**src/rtl/float_stream_feeder_if.sv**
```systemverilog
// float_stream_feeder_if
// Bus bundle for float_stream_feeder: Avalon-MM control slave, memory read
// master and accumulator master, plus the level interrupt.
//   ctl_*  : control slave (word address, 0-latency combinational read data)
//   mem_*  : memory read master (byte address, waitrequest stall)
//   acc_*  : accumulator master (address 0 = data, 1 = accumulator/result)
//   irq    : level interrupt, high while done is set
// Modports:
//   master : feeder side (drives the memory/accumulator masters)
//   slave  : environment side (CPU, memory and accumulator models)
interface float_stream_feeder_if;
  logic [1:0]  ctl_address;
  logic        ctl_write;
  logic        ctl_read;
  logic [31:0] ctl_writedata;
  logic [31:0] ctl_readdata;
  logic [31:0] mem_address;
  logic        mem_read;
  logic [31:0] mem_readdata;
  logic        mem_waitrequest;
  logic        acc_address;
  logic        acc_write;
  logic        acc_read;
  logic [31:0] acc_writedata;
  logic [31:0] acc_readdata;
  logic        acc_waitrequest;
  logic        irq;

  modport master (
    input  ctl_address, ctl_write, ctl_read, ctl_writedata,
    input  mem_readdata, mem_waitrequest, acc_readdata, acc_waitrequest,
    output ctl_readdata, mem_address, mem_read,
    output acc_address, acc_write, acc_read, acc_writedata, irq
  );

  modport slave (
    output ctl_address, ctl_write, ctl_read, ctl_writedata,
    output mem_readdata, mem_waitrequest, acc_readdata, acc_waitrequest,
    input  ctl_readdata, mem_address, mem_read,
    input  acc_address, acc_write, acc_read, acc_writedata, irq
  );
endinterface

```
**src/rtl/float_stream_feeder.sv**
```systemverilog
// float_stream_feeder
// Runs one accumulator job per start: clear the accumulator, stream LEN
// single-precision words from BASE into its data port, read the result back,
// latch it in RESULT and raise irq.
// Ports:
//   clk   : system clock, rising edge
//   reset : synchronous active-high reset
//   bus   : float_stream_feeder_if.master (control slave, memory master,
//           accumulator master, irq)
// Registers: 0 BASE (RW, [1:0]=0), 1 LEN (RW, LEN_W bits), 2 CTRL/STATUS
// (W: bit0 start, bit1 clear done; R: bit0 busy, bit1 done), 3 RESULT (RO).
// Build option: FEEDER_PREFETCH_EN adds a 2-entry FIFO so fetches and pushes
// overlap (1 element/cycle); undefined gives strict FETCH/PUSH alternation.
module float_stream_feeder #(
  parameter int LEN_W = 16
) (
  input logic                   clk,
  input logic                   reset,
  float_stream_feeder_if.master bus
);
  typedef enum logic [2:0] {
    S_IDLE, S_CLR, S_FETCH, S_PUSH, S_STREAM, S_RES, S_DONE
  } state_t;

  state_t           state_q, state_d;
  logic [31:0]      base_q, base_d, result_q, result_d;
  logic [LEN_W-1:0] len_q, len_d, idx_q, idx_d;
  logic             done_q, done_d;
  logic             busy;

  // Master outputs are all registered; *_d is what the next cycle shows.
  logic             mem_read_q, mem_read_d;
  logic             acc_write_q, acc_write_d;
  logic             acc_read_q, acc_read_d;
  logic             acc_address_q, acc_address_d;
  logic [31:0]      mem_address_q, mem_address_d;
  logic [31:0]      acc_writedata_q, acc_writedata_d;

`ifdef FEEDER_PREFETCH_EN
  // Shift-style 2-entry FIFO: f0 is always the head.
  logic [1:0]       cnt_q, cnt_d;
  logic [31:0]      f0_q, f0_d, f1_q, f1_d;
  logic [LEN_W-1:0] pushed_q, pushed_d;
  logic             pop, push;
`endif

  assign busy = (state_q != S_IDLE);

  always_comb begin
    state_d         = state_q;
    base_d          = base_q;
    len_d           = len_q;
    result_d        = result_q;
    done_d          = done_q;
    idx_d           = idx_q;
    mem_read_d      = 1'b0;
    acc_write_d     = 1'b0;
    acc_read_d      = 1'b0;
    mem_address_d   = mem_address_q;
    acc_address_d   = acc_address_q;
    acc_writedata_d = acc_writedata_q;
`ifdef FEEDER_PREFETCH_EN
    cnt_d    = cnt_q;
    f0_d     = f0_q;
    f1_d     = f1_q;
    pushed_d = pushed_q;
    pop      = 1'b0;
    push     = 1'b0;
`endif

    // Control writes; configuration is frozen while a job runs.
    if (bus.ctl_write) begin
      unique case (bus.ctl_address)
        2'd0: if (!busy) base_d = {bus.ctl_writedata[31:2], 2'b00};
        2'd1: if (!busy) len_d = bus.ctl_writedata[LEN_W-1:0];
        2'd2: begin
          if (bus.ctl_writedata[1]) done_d = 1'b0;
          if (bus.ctl_writedata[0] && !busy) begin
            done_d  = 1'b0;
            state_d = S_CLR;
          end
        end
        default: ;
      endcase
    end

    unique case (state_q)
      S_CLR: if (!bus.acc_waitrequest) begin
        idx_d = '0;
        if (len_q == '0) state_d = S_RES;
`ifdef FEEDER_PREFETCH_EN
        else begin
          cnt_d    = 2'd0;
          pushed_d = '0;
          state_d  = S_STREAM;
        end
`else
        else state_d = S_FETCH;
`endif
      end
`ifdef FEEDER_PREFETCH_EN
      S_STREAM: begin
        pop   = acc_write_q && !bus.acc_waitrequest;
        push  = mem_read_q && !bus.mem_waitrequest;
        cnt_d = cnt_q + 2'(push) - 2'(pop);
        if (push && pop) begin
          if (cnt_q == 2'd1) f0_d = bus.mem_readdata;
          else begin
            f0_d = f1_q;
            f1_d = bus.mem_readdata;
          end
        end else if (pop) begin
          f0_d = f1_q;
        end else if (push) begin
          if (cnt_q == 2'd0) f0_d = bus.mem_readdata;
          else f1_d = bus.mem_readdata;
        end
        if (push) idx_d = idx_q + LEN_W'(1);
        if (pop) pushed_d = pushed_q + LEN_W'(1);
        // All fetches precede their pushes, so LEN pushes means FIFO empty.
        if (pushed_d == len_q) state_d = S_RES;
      end
`else
      S_FETCH: if (!bus.mem_waitrequest) begin
        acc_writedata_d = bus.mem_readdata;
        state_d         = S_PUSH;
      end
      S_PUSH: if (!bus.acc_waitrequest) begin
        idx_d   = idx_q + LEN_W'(1);
        state_d = (idx_d == len_q) ? S_RES : S_FETCH;
      end
`endif
      S_RES: if (!bus.acc_waitrequest) begin
        result_d = bus.acc_readdata;
        state_d  = S_DONE;
      end
      S_DONE: begin
        done_d  = 1'b1;
        state_d = S_IDLE;
      end
      default: ;
    endcase

    // Strobes follow the state being entered; a stalled state re-derives the
    // same address/data, which keeps them stable under waitrequest.
    unique case (state_d)
      S_CLR: begin
        acc_write_d     = 1'b1;
        acc_address_d   = 1'b1;
        acc_writedata_d = '0;
      end
`ifdef FEEDER_PREFETCH_EN
      S_STREAM: begin
        mem_read_d = (idx_d < len_q) && (cnt_d != 2'd2);
        if (mem_read_d) mem_address_d = base_q + (32'(idx_d) << 2);
        acc_write_d     = (cnt_d != 2'd0);
        acc_address_d   = 1'b0;
        acc_writedata_d = f0_d;
      end
`else
      S_FETCH: begin
        mem_read_d    = 1'b1;
        mem_address_d = base_q + (32'(idx_d) << 2);
      end
      S_PUSH: begin
        acc_write_d   = 1'b1;
        acc_address_d = 1'b0;
      end
`endif
      S_RES: begin
        acc_read_d    = 1'b1;
        acc_address_d = 1'b1;
      end
      default: ;
    endcase
  end

  always_ff @(posedge clk) begin
    if (reset) begin
      state_q         <= S_IDLE;
      base_q          <= '0;
      len_q           <= '0;
      result_q        <= '0;
      done_q          <= 1'b0;
      idx_q           <= '0;
      mem_read_q      <= 1'b0;
      acc_write_q     <= 1'b0;
      acc_read_q      <= 1'b0;
      acc_address_q   <= 1'b0;
      mem_address_q   <= '0;
      acc_writedata_q <= '0;
`ifdef FEEDER_PREFETCH_EN
      cnt_q           <= '0;
      f0_q            <= '0;
      f1_q            <= '0;
      pushed_q        <= '0;
`endif
    end else begin
      state_q         <= state_d;
      base_q          <= base_d;
      len_q           <= len_d;
      result_q        <= result_d;
      done_q          <= done_d;
      idx_q           <= idx_d;
      mem_read_q      <= mem_read_d;
      acc_write_q     <= acc_write_d;
      acc_read_q      <= acc_read_d;
      acc_address_q   <= acc_address_d;
      mem_address_q   <= mem_address_d;
      acc_writedata_q <= acc_writedata_d;
`ifdef FEEDER_PREFETCH_EN
      cnt_q           <= cnt_d;
      f0_q            <= f0_d;
      f1_q            <= f1_d;
      pushed_q        <= pushed_d;
`endif
    end
  end

  // Zero-latency register read.
  always_comb begin
    bus.ctl_readdata = '0;
    if (bus.ctl_read) begin
      unique case (bus.ctl_address)
        2'd0:    bus.ctl_readdata = base_q;
        2'd1:    bus.ctl_readdata = 32'(len_q);
        2'd2:    bus.ctl_readdata = {30'd0, done_q, busy};
        default: bus.ctl_readdata = result_q;
      endcase
    end
  end

  assign bus.mem_address   = mem_address_q;
  assign bus.mem_read      = mem_read_q;
  assign bus.acc_address   = acc_address_q;
  assign bus.acc_write     = acc_write_q;
  assign bus.acc_read      = acc_read_q;
  assign bus.acc_writedata = acc_writedata_q;
  assign bus.irq           = done_q;
endmodule

```
**src/flat_wrapper.sv**
```systemverilog
// flat-port wrapper written by rule: the top's interface ports become plain ports
module float_stream_feeder_flat 
#(
  parameter int LEN_W = 16
)
  (clk, reset, bus_ctl_address, bus_ctl_write, bus_ctl_read, bus_ctl_writedata, bus_mem_readdata, bus_mem_waitrequest, bus_acc_readdata, bus_acc_waitrequest, bus_ctl_readdata, bus_mem_address, bus_mem_read, bus_acc_address, bus_acc_write, bus_acc_read, bus_acc_writedata, bus_irq);
  float_stream_feeder_if bus_i ();
  input logic clk;
  input logic reset;
  input wire logic [$bits(bus_i.ctl_address)-1:0] bus_ctl_address;
  input wire logic [$bits(bus_i.ctl_write)-1:0] bus_ctl_write;
  input wire logic [$bits(bus_i.ctl_read)-1:0] bus_ctl_read;
  input wire logic [$bits(bus_i.ctl_writedata)-1:0] bus_ctl_writedata;
  input wire logic [$bits(bus_i.mem_readdata)-1:0] bus_mem_readdata;
  input wire logic [$bits(bus_i.mem_waitrequest)-1:0] bus_mem_waitrequest;
  input wire logic [$bits(bus_i.acc_readdata)-1:0] bus_acc_readdata;
  input wire logic [$bits(bus_i.acc_waitrequest)-1:0] bus_acc_waitrequest;
  output wire logic [$bits(bus_i.ctl_readdata)-1:0] bus_ctl_readdata;
  output wire logic [$bits(bus_i.mem_address)-1:0] bus_mem_address;
  output wire logic [$bits(bus_i.mem_read)-1:0] bus_mem_read;
  output wire logic [$bits(bus_i.acc_address)-1:0] bus_acc_address;
  output wire logic [$bits(bus_i.acc_write)-1:0] bus_acc_write;
  output wire logic [$bits(bus_i.acc_read)-1:0] bus_acc_read;
  output wire logic [$bits(bus_i.acc_writedata)-1:0] bus_acc_writedata;
  output wire logic [$bits(bus_i.irq)-1:0] bus_irq;
  assign bus_i.ctl_address = bus_ctl_address;
  assign bus_i.ctl_write = bus_ctl_write;
  assign bus_i.ctl_read = bus_ctl_read;
  assign bus_i.ctl_writedata = bus_ctl_writedata;
  assign bus_i.mem_readdata = bus_mem_readdata;
  assign bus_i.mem_waitrequest = bus_mem_waitrequest;
  assign bus_i.acc_readdata = bus_acc_readdata;
  assign bus_i.acc_waitrequest = bus_acc_waitrequest;
  assign bus_ctl_readdata = bus_i.ctl_readdata;
  assign bus_mem_address = bus_i.mem_address;
  assign bus_mem_read = bus_i.mem_read;
  assign bus_acc_address = bus_i.acc_address;
  assign bus_acc_write = bus_i.acc_write;
  assign bus_acc_read = bus_i.acc_read;
  assign bus_acc_writedata = bus_i.acc_writedata;
  assign bus_irq = bus_i.irq;
  float_stream_feeder #(.LEN_W(LEN_W)) u_core (.clk(clk), .reset(reset), .bus(bus_i));
endmodule
```
**config.mk**
```make
export PLATFORM = sky130hd
export DESIGN_NAME = float_stream_feeder_flat
export DESIGN_NICKNAME = d
export VERILOG_FILES = /design/src/rtl/float_stream_feeder_if.sv /design/src/rtl/float_stream_feeder.sv /design/src/flat_wrapper.sv
export SDC_FILE = /design/constraint.sdc
export NUM_CORES = 1
export LEC_CHECK = 0
export ABC_AREA = 1
export CAP_MARGIN = 20
export CORE_MARGIN = 2
export CORE_UTILIZATION = 40
export DETAILED_ROUTE_END_ITERATION = 8
export DONT_BUFFER_PORTS = 1
export HOLD_SLACK_MARGIN = 0.03
export PLACE_DENSITY_LB_ADDON = 0.15
export SLEW_MARGIN = 20
export SYNTH_ARGS = -nofsm -noshare
export SYNTH_HDL_FRONTEND = slang
export SYNTH_SLANG_ARGS = --single-unit
```
**constraint.sdc**
```tcl
create_clock -name clk -period 7.75 [get_ports clk]
set_clock_uncertainty 0.2 [all_clocks]
set_input_delay 0.3875 -clock clk [delete_from_list [all_inputs] [get_ports clk]]
set_output_delay 0.3875 -clock clk [all_outputs]
set_load 0.02 [all_outputs]
```
# After elaboration in Yosys (flattened, before gate mapping)
# Cells that the tools add are included.
dict set report classes {
  add_sub_neg 2
  eq_ne 12
  mux 24
  bitwise_logic 3
  n_reduce_logical 17
}
# op n
set ops {}
lappend ops {{$pmux W32 S3} 1}
lappend ops {{$add A32 B18 Y32} 1}
lappend ops {{$mux W16} 2}
lappend ops {{$mux W32} 1}
lappend ops {{$pmux W16 S2} 1}
lappend ops {{$mux W3} 9}
lappend ops {{$add A16 B1 Y16 const B} 1}
lappend ops {{$eq A16 B16 Y1} 1}
lappend ops {{$logic_not A16 Y1} 1}
lappend ops {{$pmux W3 S5} 1}
lappend ops {{$eq A3 B2 Y1 const B} 4}
lappend ops {{$eq A3 B3 Y1 const B} 3}
lappend ops {{$reduce_and A3 Y1} 3}
lappend ops {{$mux W1} 8}
lappend ops {{$eq A3 B1 Y1 const B} 2}
lappend ops {{$reduce_bool A2 Y1} 3}
lappend ops {{$reduce_bool A3 Y1} 2}
lappend ops {{$reduce_or A2 Y1} 3}
lappend ops {{$reduce_and A2 Y1} 2}
lappend ops {{$not A1 Y1} 3}
lappend ops {{$eq A2 B1 Y1 const B} 1}
lappend ops {{$eq A2 B2 Y1 const B} 1}
lappend ops {{$logic_not A2 Y1} 1}
lappend ops {{$pmux W1 S2} 1}
lappend ops {{other kinds (2)} 2}
dict set report totals {
  ff_bits 166
  out_inout_bits 101
  word_cells 70
}

# Logic depth before layout (Yosys ltp)
# Gate-level depths: netlist (run 1).
dict set report depth {
  ltp_word 11
  mapped_depth 22
}

# Worst setup path after synthesis (run 1)
# Ideal clock, no wire load.
dict set report synth_path {
  path_kind {register to register}
  start {reg u_core.state_q[0]}
  end {reg u_core.mem_address_q[31] (netlist: u_core.bus.mem_address[31])}
  t_arrival_ps 2819
  t_required_ps 7437
  path_slack_ps 4618
  stages_incl_launch_ff 21
  path_cell_list {dfxtp_1 -> inv_1 -> nor2_1 -> inv_1 -> nor2_1 -> inv_1 -> nand2_1 -> nand2_1 -> ha_1 -> a21oi_1 -> o21ai_0 -> nand2_1 -> nand2_1 -> nand2_1 -> nand3_1 -> and2_1 -> nand4_1 -> xor2_1 -> nand3_1 -> nand2_1 -> nor2_1}
}
dict set report synth_between {
  word_cells_on_any_way 19
}
# element line_no
set synth_lines {}
lappend synth_lines {{start, declared} float_stream_feeder.sv:25} ;# state_t state_q, state_d;
lappend synth_lines {{start signal, assigned} float_stream_feeder.sv:199} ;# state_q <= state_d;
lappend synth_lines {{$eq A3 B2 Y1 or $eq A3 B1 Y1 (tied branches)} float_stream_feeder.sv:87} ;# unique case (state_q)
lappend synth_lines {{$pmux W16 S2 *} float_stream_feeder.sv:87}
lappend synth_lines {{named net u_core.idx_d[2]} float_stream_feeder.sv:27} ;# logic [LEN_W-1:0] len_q, len_d, idx_q, idx_d;
lappend synth_lines {{$add A32 B18 Y32 *} float_stream_feeder.sv:163} ;# mem_address_d = base_q + (32'(idx_d) << 2);
lappend synth_lines {{end signal, assigned} float_stream_feeder.sv:209} ;# mem_address_q <= mem_address_d;
lappend synth_lines {{end, declared} float_stream_feeder.sv:36} ;# logic [31:0] mem_address_q, mem_address_d;
# The timed path passes the listed nets; every way through them passes the cells marked *.
# A chain may end at the register's enable or synchronous reset.

# Worst setup path after layout (run 1)
# Same ends and word-level chain as after synthesis.

==> metrics.cfg, run 1 <==
[run_status]
status = finished, final reports clean

[timing]
slew_headroom_pct = 33.5
hold_viol = 0
finalCritPeriodShare_pct = 52.6
max_freq_mhz = 245
fin_tns_setup_ps = 0
slew_viol_final = 0
timing.final.ws_setup_ps = 3670
rsz0062_at_grt = false
tightest_slew_ps = 996
min_period_ps = 4080
setup_viol = 0

[grt]
overflow = 0
grt_usage_pct = 24.0
grt_max_degree = 104
antenna_found_initial = 0
grt_pass1_vias = 7736
grt_first_pass_wirelength_mm = 42.0

[die]
die_x_um = 150
chipHeight_um = 150
core_area_mm2 = 0.0210
fp.dieArea_mm2 = 0.0225
initial_core_util_pct = 40.7
num_rows = 53
num_io_pins = 205

[yosys]
yosysWarnings = 0
syn_inst = 1246
synth_area_mm2 = 0.00853
seq_area_frac_synth_pct = 38.5
synth_area_per_cell_um2 = 6.84
ys_seq_elements = 164
post_synth_num_cell_types = 38

[power]
peakVddDrop_v = 0.000189
p_switching_mw = 1.16
p_leak_nw = 4.50
power_density_mw_per_mm2 = 286
combPwrFrac_pct = 29.8
p_total_mw = 2.95
p_int_mw = 1.79
seq_power_share_pct = 38.4
p_sw_share_pct = 39.3
power.share.clock_pct = 31.8

[clock_tree]
clk_latency_ps = 430
clock_sinks = 164
cts_setup_buffers = 0
cts_buffers = 17
path_clk_slew_ps = 70
cts_max_level = 4
clk_path_buf_depth = 2
clockRootBuffer = clkbuf_16
cts_tree = yes

[worst_hold_path]
holdCritPathClass = in -> reg

[worst_setup_path]
reg2reg_slack_ps = 3670
worstPathRequired_ps = 7880
path_class = reg -> reg
crit_fanout = 10
arrival_ps = 4210
worstSetupEndpointType = flop
startpoint_type = flop

[detailed_routing]
via_count = 8244
drc = 0
drt_iter0_drc = 390
routedWlPerCell_um = 16.9
drtPass1Iterations = 5
drt_wl_total_mm = 27.1
via_per_inst = 5.15
ant_nets = 0

[placed_design]
pre_cts_slack_ps = 3800
globalplace.congestion = 0.941
hpwl_mm = 19.6
placed_area_mm2 = 0.00866
port_buffers = 0

[finish]
nets = 1436
drive_gt1_share_pct = 4.75
stdcell_area_mm2 = 0.0103
insertedDiodeCount = 0
area_growth_pct = 20.7

[job]
maxCapViolCount = 0

[synthesized netlist by cell type (all sizes together)]
library cell	instances	area (um2)
nand2	252	963
nor2	240	953
dfxtp	164	3280
inv	111	417
a21oi	101	517
o21ai	90	450
nand3	79	400
clkbuf	40	150
mux2i	32	320
xor2	20	175
ha	18	225
nand4	18	113
buf	16	113
nor3	12	60.1
xnor2	11	96.3
o211ai	10	75.1
o22ai	10	62.6
and2	3	18.8
clkinv	3	11.3
nor4	3	18.8
o21bai	3	22.5
a21o	2	15.0
a31oi	2	12.5
a211oi	1	7.51
a32oi	1	8.76
and3	1	6.26
conb	1	3.75
fa	1	20.0
nand3b	1	7.51
[state kept, by name, summed over array words and instances (netlist names)]
name / cells
u_core.base_q: 30
u_core.bus.acc_writedata: 32
u_core.bus.mem_address: 30
u_core.bus.acc_read: 1
u_core.idx_q: 16
u_core.bus.acc_write: 1
u_core.result_q: 32
u_core.len_q: 16
u_core.bus.mem_read: 1
u_core.state_q: 3
u_core.bus.acc_address: 1
u_core.bus.irq: 1
[worst paths after layout]
path                                      to            startpoint  cells after the start
setup / recovery  u_core.bus.mem_address[31]     u_core.state_q[0]                     20
hold / removal                u_core.bus.irq  bus_ctl_writedata[0]                      3
setup reg to reg  u_core.bus.mem_address[31]     u_core.state_q[0]                     20
hold reg to reg          u_core.result_q[26]   u_core.result_q[26]                      2
[metrics by stage]
stage               util, %  std cells  hold WS [ps]
finish                 49.1       1601          64.6
global placement       41.3       1470           264
detailed placement     41.3       1470           266
floorplan                 -       1247           274
CTS                    49.1       1601          55.0
global route           49.1       1601          88.5
[power by group through the flow]
stage	sequential (mW)	clock (mW)	combinational (mW)
global route	1.14	0.990	0.993
floorplan	1.10	0	0.703
detailed placement	1.15	0	0.829
CTS	1.13	0.950	0.877
finish	1.13	0.937	0.878
global placement	1.15	0	0.822
[layout by cell type (no fill, tap or decap), types with 3 or more instances in the layout]
cell type,count
nand2_2,8
nor2_4,7
nor4_1,3
ha_1,18
o22ai_1,10
o21bai_1,3
xor2_1,20
and2_1,3
nand3_1,78
clkbuf_16,17
a21oi_1,100
nor2_2,5
xnor2_1,11
inv_1,109
o211ai_1,10
nand2_1,244
clkinv_1,3
o21ai_0,90
nor2_1,228
dlygate4sd3_1,98
buf_4,4
inv_6,5
dfxtp_1,164
bufinv_16,4
nor3_1,10
mux2i_1,32
nand4_1,18
[worst max-delay path, cell delays in order, from the launching register on]
cell     delay, ps
dfxtp_1        370
inv_1           90
nor2_1         210
inv_1           80
nor2_1         580
inv_1          280
nand2_1        160
nand2_1         70
ha_1           370
a21oi_1        110
o21ai_0        290
nand2_1         80
nand2_1         80
nand2_1         50
nand3_1        240
and2_1         210
nand4_1        120
xor2_1         160
nand3_1         90
nand2_1         90
nor2_1          50
[kinds of logic after synthesis]
| group | synth area share, % |
|---|---|
| other | 0.0440 |
| AOI/OAI and AO/OA | 13.7 |
| muxes | 3.76 |
| and+or+nand+nor | 29.8 |
| xor gates and xnor gates | 3.18 |
| adders and majority gates | 2.88 |
| buffers and inverters | 8.10 |
| DFF | 38.5 |
[what timing repair did]
action                    CTS  global route
resized for setup           0             0
hold endpoints to repair  138             0
hold buffers               99             0
[routing by layer]
metal  track usage [%]  wire length [um]  vias to the layer above
met2              40.5             13500                      183
met5                 0                 0                        -
met1              30.2             11600                     3857
met3              5.98              1470                       29
li1                  -                 -                     4175
met4              7.45               519                        0
[cell type report]
type / instances / area [um2]
fillers: 2168 / 10700
clock buffers: 17 / 425
clock inverters: 15 / 216
well taps: 275 / 344
repair buffers: 103 / 1020
multi-input cells: 913 / 4580
flip-flops and latches: 164 / 3280
inverters: 114 / 428
Power figures use the tool's default switching activity.
==> run 2, diff against run 1 <==
==> constraint.sdc (replaced) <==
create_clock -name clk -period 4.2 [get_ports clk]
set_clock_uncertainty 0.2 [all_clocks]
set_input_delay 0.21 -clock clk [delete_from_list [all_inputs] [get_ports clk]]
set_output_delay 0.21 -clock clk [all_outputs]
set_load 0.02 [all_outputs]
==> metrics.cfg, run 2 (synthesized netlist as in run 1, its figures left out) <==
[power]
p_sw_share_pct = 39.1
seq_power_share_pct = 38.4
p_int_mw = 3.32
p_switching_mw = 2.13
power_density_mw_per_mm2 = 525
peakVddDrop_v = 0.000390
power.share.clock_pct = 31.6
combPwrFrac_pct = 30.1
p_leak_nw = 4.55

[worst_setup_path]
timing.rr.end = u_core.bus.mem_address[31]
reg2reg_depth = 17
r2r-start = u_core.idx_q[0]
reg2reg_slack_ps = 440
critPathLaunch = u_core.idx_q[0]
crit_end = u_core.bus.mem_address[31]
arrival_ps = 3880
startpoint_type = flop
worstPathRequired_ps = 4330
path_class = reg -> reg
worstSetupEndpointType = flop
crit_fanout = 7

[die]
initial_core_util_pct = 40.7
num_rows = 53
chipHeight_um = 150
num_io_pins = 205
core_area_mm2 = 0.0210
die_x_um = 150
fp.dieArea_mm2 = 0.0225

[timing]
slew_viol_final = 0
tightest_slew_ps = 1020
setup_viol = 0
max_freq_mhz = 266
rsz0062_at_grt = false
finalCritPeriodShare_pct = 89.4
hold_viol = 0
min_period_ps = 3760
slew_headroom_pct = 31.7
fin_tns_setup_ps = 0

[detailed_routing]
ant_nets = 0
drt_wl_total_mm = 27.5
drc = 0
drtPass1Iterations = 5
via_per_inst = 5.20
drt_iter0_drc = 528
via_count = 8375
routedWlPerCell_um = 17.1

[placed_design]
hpwl_mm = 20.0
placed_area_mm2 = 0.00870
port_buffers = 0
globalplace.congestion = 0.908

[finish]
area_growth_pct = 21.8
drive_gt1_share_pct = 5.16
final_cell_mix = 244 x nand2_1, 228 x nor2_1, 164 x dfxtp_1
layout_commonest_cell = nand2_1
insertedDiodeCount = 0
nets = 1446
stdcell_area_mm2 = 0.0104

[grt]
busiest_layer = met2
grt_first_pass_wirelength_mm = 42.6
overflow = 0
gr-usage-met1_pct = 31.5
use_met3_pct = 5.91
grt_pass1_vias = 7838
antenna_found_initial = 0
grt_max_degree = 84
grtUsageMet2_pct = 40.3
grt_usage_pct = 24.4

[clock_tree]
path_clk_slew_ps = 70
clk_latency_ps = 430
clock_sinks = 164
clk_path_buf_depth = 2
clockRootBuffer = clkbuf_16
cts_max_level = 4
cts_buffers = 17
cts_tree = yes

[run_status]
status = finished, final reports clean

[worst_hold_path]
hp-start = bus_ctl_address[1]
holdCritPathClass = in -> reg

[job]
maxCapViolCount = 0

[run 2: cell count changes in the layout (fill, tap and decap cells not counted)]
| cell | before | now |
|---|---|---|
| buf_12 | 0 | 1 |
| buf_2 | 1 | 0 |
| buf_4 | 4 | 10 |
| clkinv_4 | 2 | 1 |
| clkinvlp_4 | 1 | 2 |
| dlygate4sd3_1 | 98 | 102 |
| nor2_2 | 5 | 7 |
| nor2_4 | 7 | 5 |
[run 2: worst min-delay path by stage]
stage                             end  slack (ps)  depth (start not counted)
3_3_place_gp   u_core.bus.acc_address          90                          1
6_report            u_core.base_q[31]          60                          4
4_1_cts              u_core.base_q[4]          40                          4
3_5_place_dp   u_core.bus.acc_address          90                          1
2_1_floorplan       u_core.base_q[10]         140                          2
5_1_grt              u_core.base_q[9]          70                          4
[run 2: repair_timing]
item                                   in CTS  in global routing
endpoints found under the hold margin     146                  0
hold buffers                              103                  0
gates resized for setup                     0                  0
buffers inserted                            0                  0
[run 2: cell type report]
type,instances,area [um2]
clock inverters,15,215
fillers,2187,10600
well taps,275,344
clock buffers,17,425
inverters,114,428
repair buffers,113,1120
multi-input cells,913,4570
flip-flops and latches,164,3280
[run 2: worst max-delay path: stages, from the launching register on]
cell,delay [ps]
dfxtp_1,530
ha_1,260
nand3_1,150
nor2_1,260
nand4_1,150
nand2_1,120
o22ai_1,100
ha_1,400
nand2_1,120
nor3_1,270
nand4_1,130
nand3_1,250
and2_1,220
nand4_1,120
xor2_1,150
nand3_1,80
nand2_1,80
nor2_1,40
[run 2: power by group through the flow]
stage               registers [mW]  clock network (mW)  logic [mW]
floorplan                     2.03                   0        1.30
global placement              2.13                   0        1.54
detailed placement            2.13                   0        1.55
CTS                           2.09                1.76        1.64
global route                  2.12                1.82        1.86
finish                        2.09                1.72        1.64
[run 2: layer usage]
metal  wire length (um)  vias to the layer above  part of all wire (%)
li1                   -                     4208                     -
met1              12000                     3919                    44
met2              13400                      217                    49
met3               1480                       31                   5.4
met4                584                        0                   2.1
met5                  0                        -                     0
[run 2: through the flow]
step	std cells	hold slack (ps)	power [mW]	util, %	worst slack [ps]
6_report	1611	64.5	5.45	49.6	443
5_1_grt	1611	70.5	5.80	49.6	45.7
4_1_cts	1611	43.1	5.49	49.6	481
3_5_place_dp	1476	87.7	3.67	41.5	491
3_3_place_gp	1476	86.0	3.67	41.5	428
2_1_floorplan	1247	145	3.33	-	1070
==> run 3, diff against run 2 <==
--- a/config.mk
+++ b/config.mk
@@ -5,10 +5,9 @@
 export SDC_FILE = /design/constraint.sdc
 export NUM_CORES = 1
 export LEC_CHECK = 0
-export ABC_AREA = 1
 export CAP_MARGIN = 20
 export CORE_MARGIN = 2
-export CORE_UTILIZATION = 40
+export CORE_UTILIZATION = 60
 export DETAILED_ROUTE_END_ITERATION = 8
 export DONT_BUFFER_PORTS = 1
 export HOLD_SLACK_MARGIN = 0.03
==> metrics.cfg, run 3 <==
[run_status]
status = finished, final reports clean

[die]
die_x_um = 125
num_io_pins = 205
core_area_mm2 = 0.0144
chipHeight_um = 125
fp.dieArea_mm2 = 0.0156
num_rows = 44
initial_core_util_pct = 60.8

[timing]
tightest_slew_ps = 1110
hold_slack_ps = 58.7
slew_headroom_pct = 25.7
min_period_ps = 4040
max_freq_mhz = 248
hold_viol = 0
timing.final.ws_setup_ps = 161
finalCritPeriodShare_pct = 96.2
slew_viol_final = 0
setup_viol = 0

[placed_design]
port_buffers = 0
pre_cts_slack_ps = 150
dp.cells = 1204
hpwl_mm = 16.3
globalplace.congestion = 0.905

[yosys]
synth_top_flop_cell = dfxtp_1
synth_area_per_cell_um2 = 8.09
yosys-top-cells-area = dfxtp_1 37%, nand2_1 8.9%, a21oi_1 7.3%, mux2i_1 5.6%, o21ai_0 3.5%
synth_top_area_share_pct = 37.4
synth.most_common_cell = nand2_1
synth_edf_count = 0
yosysWarnings = 0
async_flop_share_pct = 0
seq_area_frac_synth_pct = 37.4
synth_area_mm2 = 0.00877
synthTopCellsByCount = 208 x nand2_1, 164 x dfxtp_1, 128 x a21oi_1
ys_seq_elements = 164
syn_inst = 1085
yosysTopAreaCell = dfxtp_1
post_synth_num_cell_types = 75

[worst_setup_path]
worstSetupEndpointType = flop
arrival_ps = 4230
worstPathRequired_ps = 4390
startpoint_type = flop
path_class = reg -> reg
reg2reg_slack_ps = 160
crit_fanout = 13

[grt]
grt_usage_pct = 32.6
grt_max_degree = 140
overflow = 0
antenna_found_initial = 1
grt_pass1_vias = 7821
grt_first_pass_wirelength_mm = 41.1

[clock_tree]
cts_setup_buffers = 0
cts_tree = yes
clk_latency_ps = 440
path_clk_slew_ps = 70
clock_sinks = 164
cts_buffers = 17
cts_max_level = 4
clockRootBuffer = clkbuf_16
clk_path_buf_depth = 2

[detailed_routing]
via_per_inst = 6.16
drtPass1Iterations = 5
ant_nets = 0
drc = 0
routedWlPerCell_um = 19.5
via_count = 8237
drt_iter0_drc = 739
drt_wl_total_mm = 26.1

[finish]
final_cell_mix = 208 x nand2_1, 162 x dfxtp_1, 128 x a21oi_1
layout_commonest_cell = nand2_1
nFillCells = 1109
fin_cells = 1338
drive_gt1_share_pct = 9.02
nets = 1263
area_growth_pct = 19.2

[job]
maxCapViolCount = 0

[power]
peakVddDrop_v = 0.000302
p_total_mw = 3.52
power_density_mw_per_mm2 = 337
p_leak_nw = 3.76

[worst_hold_path]
holdCritPathClass = in -> reg

-- run 3: cell count changes in the layout (fill, tap and decap cells not counted), moves of 19 or more --
cell and change:
inv_1 -99, o21ai_0 -30, a21oi_1 +28, nor2b_1 +25
nand2_1 -36, a22oi_1 +19, nor2_1 -200, nor3_2 +29
nand3_1 -46, and2_1 +29
-- run 3: stage by stage --
stage / area, um2 / util (%) / setup TNS [ps]
2_1_floorplan: 8780 / - / 0
3_3_place_gp: 8770 / 60.8 / 0
3_5_place_dp: 8770 / 60.8 / 0
4_1_cts: 10400 / 72.2 / 0
5_1_grt: 10500 / 72.5 / -18.6
6_report: 10500 / 72.5 / 0
-- run 3: per-layer routing --
metal | track usage (%) | up-vias | routed length (um)
li1 | - | 3923 | -
met1 | 40.7 | 3884 | 10800
met2 | 53.8 | 369 | 12400
met3 | 8.69 | 61 | 2100
met4 | 13.1 | 0 | 806
met5 | 0 | - | 0
-- run 3: final timing paths --
path | from | to | cells past startpoint
max reg2reg | u_core.idx_q[0] | u_core.bus.mem_address[22] | 16
min reg2reg | u_core.result_q[17] | u_core.result_q[17] | 2
min | reset | u_core.bus.mem_address[13] | 2
max | u_core.idx_q[0] | u_core.bus.mem_address[22] | 16
-- run 3: area by class of cell --
cell class	instances	area [um2]	share of cell area, %
Inverter	11	41.3	0.395
Clock buffer	17	425	4.07
Sequential cell	164	3290	31.4
Timing Repair Buffer	118	1170	11.2
Tap cell	184	230	2.20
Clock inverter	15	190	1.82
Multi-Input combinational cell	828	5110	48.9
Antenna cell	1	2.50	0.0239
-- run 3: cells by family after synthesis --
logic type | after synthesis | synth area share (%)
buf+inv | 95 | 4.85
simple gates | 437 | 25.9
xor+xnor | 41 | 4.25
mux | 51 | 5.85
flops | 164 | 37.4
other cells | 1 | 0.0427
fa+ha+maj | 19 | 2.79
compound gates | 277 | 18.9
-- run 3: repair_timing --
| action | 4_1_cts | 5_1_grt |
|---|---|---|
| gates resized for setup | 0 | 11 |
| endpoints found under the setup margin | 0 | 15 |
| hold endpoints to repair | 140 | 0 |
| hold buffers | 100 | 0 |
-- run 3: power breakdown --
group	switching [mW]	internal (mW)	total (mW)
registers	0.0457	1.58	1.63
logic	0.160	0.130	0.290
clock network	0.750	0.857	1.61
total	0.956	2.57	3.52
-- run 3: critical path: stages, from the launching register on --
cell and delay, ps:
dfxtp_1 390, buf_4 200, ha_1 230, and2_1 170, o41ai_2 310, ha_1 290
fa_1 260, a211oi_1 110, o21ai_0 360, a211oi_2 140, nor3_1 310, o31a_1 180
nor2_1 40, buf_4 170, or4_1 400, nand4_1 100, o211a_1 140
